File: config.mk
export PLATFORM = sky130hd
export DESIGN_NAME = operand_stim_gen
export DESIGN_NICKNAME = d
export VERILOG_FILES = /design/src/rtl/stim_gen_pkg.sv /design/src/rtl/stim_pair_buf.sv /design/src/rtl/operand_stim_gen.sv
export SDC_FILE = /design/constraint.sdc
export NUM_CORES = 1
export LEC_CHECK = 0
export ABC_CLOCK_PERIOD_IN_PS = 4600
export CORE_UTILIZATION = 35
export DETAILED_ROUTE_END_ITERATION = 8
export SLEW_MARGIN = 5
export SYNTH_ARGS = -nofsm -noshare
export SYNTH_HDL_FRONTEND = slang
export SYNTH_HIERARCHICAL = 1
export SYNTH_SLANG_ARGS = --single-unit
File: constraint.sdc
create_clock -name clk -period 4.6 [get_ports clk]
set_input_delay 0.92 -clock clk [delete_from_list [all_inputs] [get_ports clk]]
set_output_delay 0.92 -clock clk [all_outputs]
set_load 0.005 [all_outputs]
File: src/rtl/stim_gen_pkg.sv
// Shared types and default widths for the operand-pair stimulus generator.
package stim_gen_pkg;

  typedef enum logic [1:0] {
    IDLE = 2'd0,
    SEND = 2'd1,
    GAP  = 2'd2,
    DONE = 2'd3
  } state_e;

  localparam int unsigned DEF_DATA_W = 8;
  localparam int unsigned DEF_DEPTH  = 8;
  localparam int unsigned DEF_GAP_W  = 4;
  localparam int unsigned DEF_CNT_W  = 16;

endpackage

File: src/rtl/stim_pair_buf.sv
// Operand-pair storage: one synchronous write port with its own write pointer,
// one asynchronous read port. Contents are not reset.
module stim_pair_buf
  import stim_gen_pkg::*;
#(
  parameter int unsigned DATA_W = DEF_DATA_W,
  parameter int unsigned DEPTH  = DEF_DEPTH
) (
  input  logic                     clk,
  input  logic                     rst_n,
  input  logic                     clr,
  input  logic                     we,
  input  logic [2*DATA_W-1:0]      wdata,
  input  logic [$clog2(DEPTH)-1:0] raddr,
  output logic [2*DATA_W-1:0]      rdata
);

  localparam int unsigned AW = $clog2(DEPTH);

  logic [2*DATA_W-1:0] mem [DEPTH];
  logic [AW-1:0]       wr_ptr;

  always_ff @(posedge clk or negedge rst_n) begin
    if (!rst_n) begin
      wr_ptr <= '0;
    end else if (clr) begin
      wr_ptr <= '0;
    end else if (we) begin
      wr_ptr <= wr_ptr + AW'(1);
    end
  end

  always_ff @(posedge clk) begin
    if (we && !clr) begin
      mem[wr_ptr] <= wdata;
    end
  end

  assign rdata = mem[raddr];

endmodule

File: src/rtl/operand_stim_gen.sv
// Loadable operand-pair sequencer replaying buffered (a,b) pairs over valid/ready.
// Optional STIM_GEN_CHECKSUM_EN adds chk_sum, the running XOR of op_a^op_b per handshake.
module operand_stim_gen
  import stim_gen_pkg::*;
#(
  parameter int unsigned DATA_W = DEF_DATA_W,
  parameter int unsigned DEPTH  = DEF_DEPTH,
  parameter int unsigned GAP_W  = DEF_GAP_W,
  parameter int unsigned CNT_W  = DEF_CNT_W
) (
  input  logic                   clk,
  input  logic                   rst_n,
  input  logic                   ld_valid,
  output logic                   ld_ready,
  input  logic [DATA_W-1:0]      ld_a,
  input  logic [DATA_W-1:0]      ld_b,
  input  logic                   clear,
  input  logic                   start,
  input  logic                   stop,
  input  logic                   loop_mode,
  input  logic [GAP_W-1:0]       gap_cycles,
  output logic                   op_valid,
  input  logic                   op_ready,
  output logic [DATA_W-1:0]      op_a,
  output logic [DATA_W-1:0]      op_b,
  output logic                   busy,
  output logic                   done,
  output logic [$clog2(DEPTH):0] level,
  output logic [CNT_W-1:0]       sent_count
`ifdef STIM_GEN_CHECKSUM_EN
  ,
  output logic [DATA_W-1:0]      chk_sum
`endif
);

  localparam int unsigned AW = $clog2(DEPTH);
  localparam int unsigned LW = AW + 1;

  state_e              state, state_nx;
  logic [AW-1:0]       rd_ptr, rd_ptr_nx;
  logic [LW-1:0]       level_nx;
  logic [GAP_W-1:0]    gap_q, gap_nx;
  logic [GAP_W-1:0]    gap_cnt, gap_cnt_nx;
  logic                loop_q, loop_nx;
  logic                stop_q, stop_nx;
  logic [CNT_W-1:0]    sent_nx;
  logic [DATA_W-1:0]   op_a_nx, op_b_nx;
  logic                buf_we, buf_clr;
  logic [2*DATA_W-1:0] buf_rdata;
  logic                hs, last, stop_seen;

  stim_pair_buf #(
    .DATA_W (DATA_W),
    .DEPTH  (DEPTH)
  ) u_buf (
    .clk   (clk),
    .rst_n (rst_n),
    .clr   (buf_clr),
    .we    (buf_we),
    .wdata ({ld_a, ld_b}),
    .raddr (rd_ptr_nx),
    .rdata (buf_rdata)
  );

  // Next-state and next-output logic; every output flop is loaded from these values.
  always_comb begin
    state_nx   = state;
    rd_ptr_nx  = rd_ptr;
    level_nx   = level;
    gap_nx     = gap_q;
    gap_cnt_nx = gap_cnt;
    loop_nx    = loop_q;
    stop_nx    = stop_q;
    sent_nx    = sent_count;
    op_a_nx    = op_a;
    op_b_nx    = op_b;
    buf_we     = 1'b0;
    buf_clr    = 1'b0;
    hs         = op_valid && op_ready;
    last       = (rd_ptr == AW'(level - LW'(1)));
    stop_seen  = stop_q || stop;

    unique case (state)
      IDLE: begin
        if (clear) begin
          buf_clr  = 1'b1;
          level_nx = '0;
        end else if (ld_valid && ld_ready) begin
          buf_we   = 1'b1;
          level_nx = level + LW'(1);
        end
        if (start) begin
          rd_ptr_nx = '0;
          sent_nx   = '0;
          if (level != '0) begin
            state_nx = SEND;
            loop_nx  = loop_mode;
            gap_nx   = gap_cycles;
          end else begin
            state_nx = DONE;
          end
        end
      end
      SEND: begin
        if (stop) stop_nx = 1'b1;
        if (hs) begin
          if (sent_count != '1) sent_nx = sent_count + CNT_W'(1);
          if (stop_seen || (last && !loop_q)) begin
            state_nx = DONE;
          end else begin
            rd_ptr_nx = last ? '0 : rd_ptr + AW'(1);
            if (gap_q != '0) begin
              state_nx   = GAP;
              gap_cnt_nx = gap_q;
            end
          end
        end
      end
      GAP: begin
        if (stop) stop_nx = 1'b1;
        if (stop_seen) begin
          state_nx = DONE;
        end else if (gap_cnt == GAP_W'(1)) begin
          state_nx = SEND;
        end else begin
          gap_cnt_nx = gap_cnt - GAP_W'(1);
        end
      end
      DONE: begin
        state_nx = IDLE;
        stop_nx  = 1'b0;
      end
      default: state_nx = IDLE;
    endcase

    // The presented pair follows the read pointer whenever a pair is about to be offered.
    if (state_nx == SEND) begin
      op_a_nx = buf_rdata[2*DATA_W-1:DATA_W];
      op_b_nx = buf_rdata[DATA_W-1:0];
    end
  end

  always_ff @(posedge clk or negedge rst_n) begin
    if (!rst_n) begin
      state      <= IDLE;
      rd_ptr     <= '0;
      level      <= '0;
      gap_q      <= '0;
      gap_cnt    <= '0;
      loop_q     <= 1'b0;
      stop_q     <= 1'b0;
      sent_count <= '0;
      op_a       <= '0;
      op_b       <= '0;
      op_valid   <= 1'b0;
      ld_ready   <= 1'b1;
      busy       <= 1'b0;
      done       <= 1'b0;
    end else begin
      state      <= state_nx;
      rd_ptr     <= rd_ptr_nx;
      level      <= level_nx;
      gap_q      <= gap_nx;
      gap_cnt    <= gap_cnt_nx;
      loop_q     <= loop_nx;
      stop_q     <= stop_nx;
      sent_count <= sent_nx;
      op_a       <= op_a_nx;
      op_b       <= op_b_nx;
      op_valid   <= (state_nx == SEND);
      ld_ready   <= (state_nx == IDLE) && (level_nx < LW'(DEPTH));
      busy       <= (state_nx != IDLE);
      done       <= (state_nx == DONE);
    end
  end

`ifdef STIM_GEN_CHECKSUM_EN
  logic [DATA_W-1:0] chk_nx;

  always_comb begin
    chk_nx = chk_sum;
    if (state == IDLE && start) begin
      chk_nx = '0;
    end else if (hs) begin
      chk_nx = chk_sum ^ op_a ^ op_b;
    end
  end

  always_ff @(posedge clk or negedge rst_n) begin
    if (!rst_n) begin
      chk_sum <= '0;
    end else begin
      chk_sum <= chk_nx;
    end
  end
`endif

endmodule

# Yosys cells after proc, flatten, opt, wreduce, memory -nomap -nowiden
# Memories as Yosys holds them, arrays and structs flattened. A register that Yosys moved wholly into a read port is not among the register bits.
# Index checks and enable logic that the tools add are counted.
# word_totals
reg_bits	42
ramBits	128
output_inout_bits	40
elab_cells	98
mem_count	1
# mem_list
name	words	word_bits	rd	rd_ports_with_merged_regs	wr	line	text
u_buf.mem	8	16	1	1	1	stim_pair_buf.sv:20	logic [2*DATA_W-1:0] mem [DEPTH];
# classes
addsub	6
magnitude_cmp	1
eq_ne	16
n_mux	37
n_reduce_logical	24
# ops
op	n
$mux 16	3
$mux 4	8
$pmux 16 s2	1
$mux 3	6
$add 16x1->16 const B	1
$ne 16x16->1 const B	1
$mux 2	7
$ne 2x2->1 const B	7
$reduce_bool 2->1	5
$mux 1	8
$pmux 2 s4	1
$pmux 4 s2	1
$reduce_bool 4->1	2
$add 3x1->3 const B	2
$eq 2x2->1 const B	3
$pmux 3 s2	1
$reduce_and 6->1	1
$logic_and 1x1->1	5
$add 4x1->4 const B	1
$eq 2x1->1 const B	2
$eq 4x1->1 const B	1
$logic_not 2->1	2
$lt 4x4->1 const B	1
$reduce_and 4->1	1
other kinds (10)	13

# Longest topological paths before layout
# depth
word_depth	9
mapped_depth	12
mapped_depth_nobuf	10

# By module
# The synthesis kept the hierarchy.
# by_module_without_submodules
mod	instances	cells_per_inst	area_each_um2	seq_area_each_um2
stim_pair_buf	1	211	5127.4	3918.8
operand_stim_gen	1	264	2899.0	1377.6

# Worst setup path after synthesis
# OpenSTA, ideal clock, no wires.
# synth_timing
kind	register to register
startpoint	register state[0]
endpoint	memory u_buf/mem[2][0] (netlist name) (enable)
setup_ns	0.430
arrival_ns	3.324
required_time_ns	4.170
slack_ns	0.846
path_stages_with_launch	9
path_buffers	2
path_cell_list	dfrtp_1 inv_1 ha_1 clkbuf_1 and3_1 nor2b_1 clkbuf_1 nand2_1 nor4_1
# synth_via
word_cells_on_any_way	7
cone_classes	mux (4); reduce/logical (3)
# synth_rtl
item	line	text
start: declaration	operand_stim_gen.sv:39	state_e state, state_nx;
start signal: assignment	operand_stim_gen.sv:160	state <= state_nx;
$logic_not 2->1	operand_stim_gen.sv:83	unique case (state)
$mux 1	operand_stim_gen.sv:83	
named net buf_we	operand_stim_gen.sv:48	logic buf_we, buf_clr;
$logic_and 1x1->1	stim_pair_buf.sv:34	if (we && !clr) begin
$mux 1	stim_pair_buf.sv:34	
$mux 1 (implied by the code)	stim_pair_buf.sv:35	mem[wr_ptr] <= wdata;
end: declaration	stim_pair_buf.sv:20	
# The timed path passes the listed nets, and every way through them passes these cells.

# Worst setup path after layout
# layout_timing
startpoint	register level[0]
endpoint	register op_a[0], read port of u_buf.mem
# layout_via
word_cells_on_any_way	15
cone_classes	add/sub (1); eq/ne (2); mux (9); reduce/logical (3)
# layout_rtl
item	line	text
start: declaration	operand_stim_gen.sv:28	output logic [$clog2(DEPTH):0] level,
start signal: assignment	operand_stim_gen.sv:162	level <= level_nx;
$sub 3x1->3 (*)	operand_stim_gen.sv:80	last = (rd_ptr == AW'(level - LW'(1)));
$eq 3x3->1 (*)	operand_stim_gen.sv:80	
$logic_and 1x1->1	operand_stim_gen.sv:108	if (stop_seen || (last && !loop_q)) begin
$logic_or 1x1->1	operand_stim_gen.sv:108	
$mux 3 (*)	operand_stim_gen.sv:108	
$mux 3 (*)	operand_stim_gen.sv:106	if (hs) begin
$pmux 3 s2 (*)	operand_stim_gen.sv:83	
named net rd_ptr_nx[0]	operand_stim_gen.sv:40	logic [AW-1:0] rd_ptr, rd_ptr_nx;
end: declaration	operand_stim_gen.sv:24	output logic [DATA_W-1:0] op_a,
# Mark *: on every way through the listed nets, which the timed path passes. The rest lies on a longest branch.
# A chain may end at the register's enable or synchronous reset.

==> results_dict.tcl <==
set metrics [dict create \
    synth_flop_cell "edfxtp_1" \
    vias_per_cell 5.23 \
    clkLatencyLatePin_ns 0.44 \
    setup_tns_ns 0 \
    wl_per_cell_um 19.0 \
    end_kind "flop" \
    period_minus_slack_ns 3.66 \
    r2r_cells 11 \
    swShare_pct 31.0 \
    gp_congestion 0.809 \
    cts_root_buffer "clkbuf_16" \
    rsz0062_at_grt "no" \
    die-area_um2 23500 \
    yosysWarningCount 6 \
    start_kind "flop" \
    grt_pass1_wl_mm 25.3 \
    grtUsageTotal_pct 14.4 \
    holdBufCountCts 0 \
    dp.final_hpwl_mm 9.98 \
    coreArea_um2 22600 \
    clk_pin_slew_ns 0.09 \
    avgSynthCellArea_um2 16.9 \
    seqPwrFrac_pct 43.5 \
    power_frac_comb_pct 25.1 \
    first_pass_iters 4 \
    ant_nets 0 \
    grt_pass1_vias 4504 \
    cts_buffers 17 \
    fin_cells 855 \
    finalSetupViolCount 0 \
    diodes 0 \
    start_util_pct 35.6 \
    finalNetCount 596 \
    post_cts_buffers 0 \
    io_pins 68 \
    numClockSinks 186 \
    path_max_fanout 22 \
    synth_edf_count 128 \
    drc_errors 0 \
    cts_htree_levels 4 \
    power.leakage_nw 3.46 \
    whs_ns 0.518 \
    cts_buffer_depth 2 \
    finClkSkew_ns 0.0160 \
    ys_seq_elements 186 \
    routed_wl_mm 16.2 \
    irDropWorstVdd_mv 0.238 \
    synth_cell_types 62 \
    pwr-share-clk_pct 31.4 \
    finish.utilization_pct 43.1 \
    async_reset_ff_share_pct 31.2 \
    syn-num-nets 514 \
    cts_tree "yes" \
    crit_type "flop to flop" \
    tightest_slew_ns 1.23 \
    area_delta_synth_final_pct 21.1 \
    overflow 0 \
    hold_class "flop to flop" \
    drv_cap 0 \
    cp.arrival_ns 3.99 \
    fmax_ghz 0.273 \
    seq_area_frac_synth_pct 66.0 \
    slew_violations 0 \
    syn_inst 475 \
    std_cell_rows 55 \
    hold_viol 0 \
    die_w_um 153 \
    dp.cells 823 \
    port_buffers 67 \
    nFillCells 2033 \
    status "complete, no violations" \
    dieHeight_um 153 \
    antenna_found_initial 1 \
    drive_gt1_share_pct 19.3 \
    syn_area_um2 8030 \
    switching_power_mw 1.52 \
    ff2ff_setup_slack_ns 0.94 \
    num_vias 4474 \
    cts-resized-gates 0 \
    grt_max_degree 34 \
    cp.required_ns 4.93 \
    relSlewSlack_pct 17.4 \
    postLayoutCellArea_um2 9720 \
    placed_area_um2 9080 \
    drtIter0Drc 225 \
    intPower_mw 3.38 \
    hold_path_depth 1 \
    power_density_nw_per_um2 503 \
    fin_crit_sh_pct 79.6 \
]
## worst paths after layout
kind | from | to
min reg2reg | op_b[1] | op_b[1]
max | level[0] | op_a[0]
max reg2reg | level[0] | op_a[0]
min in group asynchronous | rst_n | stop_q
min | op_b[1] | op_b[1]
max in group asynchronous | rst_n | gap_q[2]
## routing by layer
layer,share of wire [%],vias to the layer above,track usage (%),routed length (µm)
met1,44,2306,17.7,7080
met2,51,100,25.0,8330
met5,0.074,-,0,12
li1,-,2054,-,-
met4,0.94,2,4.00,153
met3,4.0,12,3.77,642
## cell type report
cell class                 instances  area (µm²)  share of cell area (%)
sequential                       186        5300                    54.5
multi-input combinational        254        2580                    26.6
clock buffer                      17         425                    4.38
tap                              285         357                    3.67
inverter                          17        63.8                   0.656
timing repair buffer              81         783                    8.06
clock inverter                    15         215                    2.21
## Yosys cell counts, drive strengths merged (5+ instances only)
master | number | area, µm²
mux2i | 5 | 50.1
inv | 17 | 63.8
clkbuf | 9 | 35.0
nand4 | 7 | 43.8
nor3 | 11 | 55.1
ha | 11 | 138
o21ai | 16 | 80.1
dfrtp | 57 | 1430
o211ai | 5 | 51.3
mux4 | 32 | 826
buf | 9 | 76.3
mux2 | 39 | 473
edfxtp | 128 | 3840
and2 | 5 | 31.3
a21oi | 9 | 48.8
nand2 | 21 | 78.8
nor2 | 23 | 86.3
nand3 | 5 | 25.0
a22o | 7 | 62.6
## state kept, by name, summed over array words and instances (netlist names)
name / flops
op_b: 8
done: 1
rd_ptr: 3
gap_cnt: 4
loop_q: 1
sent_count: 16
busy: 1
u_buf/mem: 128
op_a: 8
u_buf/wr_ptr: 3
gap_q: 4
state: 2
ld_ready: 1
op_valid: 1
level: 4
stop_q: 1
## per-stage QoR
stage / power, mW / worst slack (ns)
3_5_place_dp: 3.41 / 0.485
3_3_place_gp: 3.37 / 0.536
2_1_floorplan: 2.93 / 0.846
5_1_grt: 5.13 / 0.731
4_1_cts: 4.95 / 0.919
6_report: 4.89 / 0.939
## cell families after synthesis
| kind of cell | Yosys count | share of synthesized area (%) |
|---|---|---|
| compound gates | 61 | 5.99 |
| xor+xnor | 8 | 1.08 |
| fa+ha+maj | 11 | 1.71 |
| buf+inv | 35 | 2.18 |
| flops | 186 | 66.0 |
| mux | 76 | 16.8 |
| simple gates | 98 | 6.25 |
## power by group through the flow
stage / clock [mW] / combinational [mW] / sequential, mW
2_1_floorplan: 0 / 0.814 / 2.12
3_3_place_gp: 0 / 1.21 / 2.16
3_5_place_dp: 0 / 1.25 / 2.16
4_1_cts: 1.57 / 1.25 / 2.13
5_1_grt: 1.64 / 1.34 / 2.15
6_report: 1.54 / 1.23 / 2.13
## critical path, cell delays in order, from the launching register on
cell	delay (ns)
dfrtp_1	0.48
inv_1	0.07
ha_1	0.21
xor3_2	0.26
o41ai_4	0.46
o21ai_0	0.14
nand2b_1	0.12
mux2_2	0.43
buf_12	0.25
mux4_1	0.58
mux2_2	0.29
mux2_4	0.27
## cell usage in the layout (no fill, tap or decap), types with 6 or more instances in the layout
cell	instances
a21oi_1	8
a22o_1	6
buf_4	13
clkbuf_16	17
clkdlybuf4s50_1	66
dfrtp_1	57
edfxtp_1	128
ha_1	11
inv_1	17
mux2_2	30
mux2_4	9
mux4_1	28
nand2_1	21
nand4_1	7
nor2_1	23
nor3_1	7
o21ai_0	16
No activity file was read; power rests on OpenSTA's default activity.
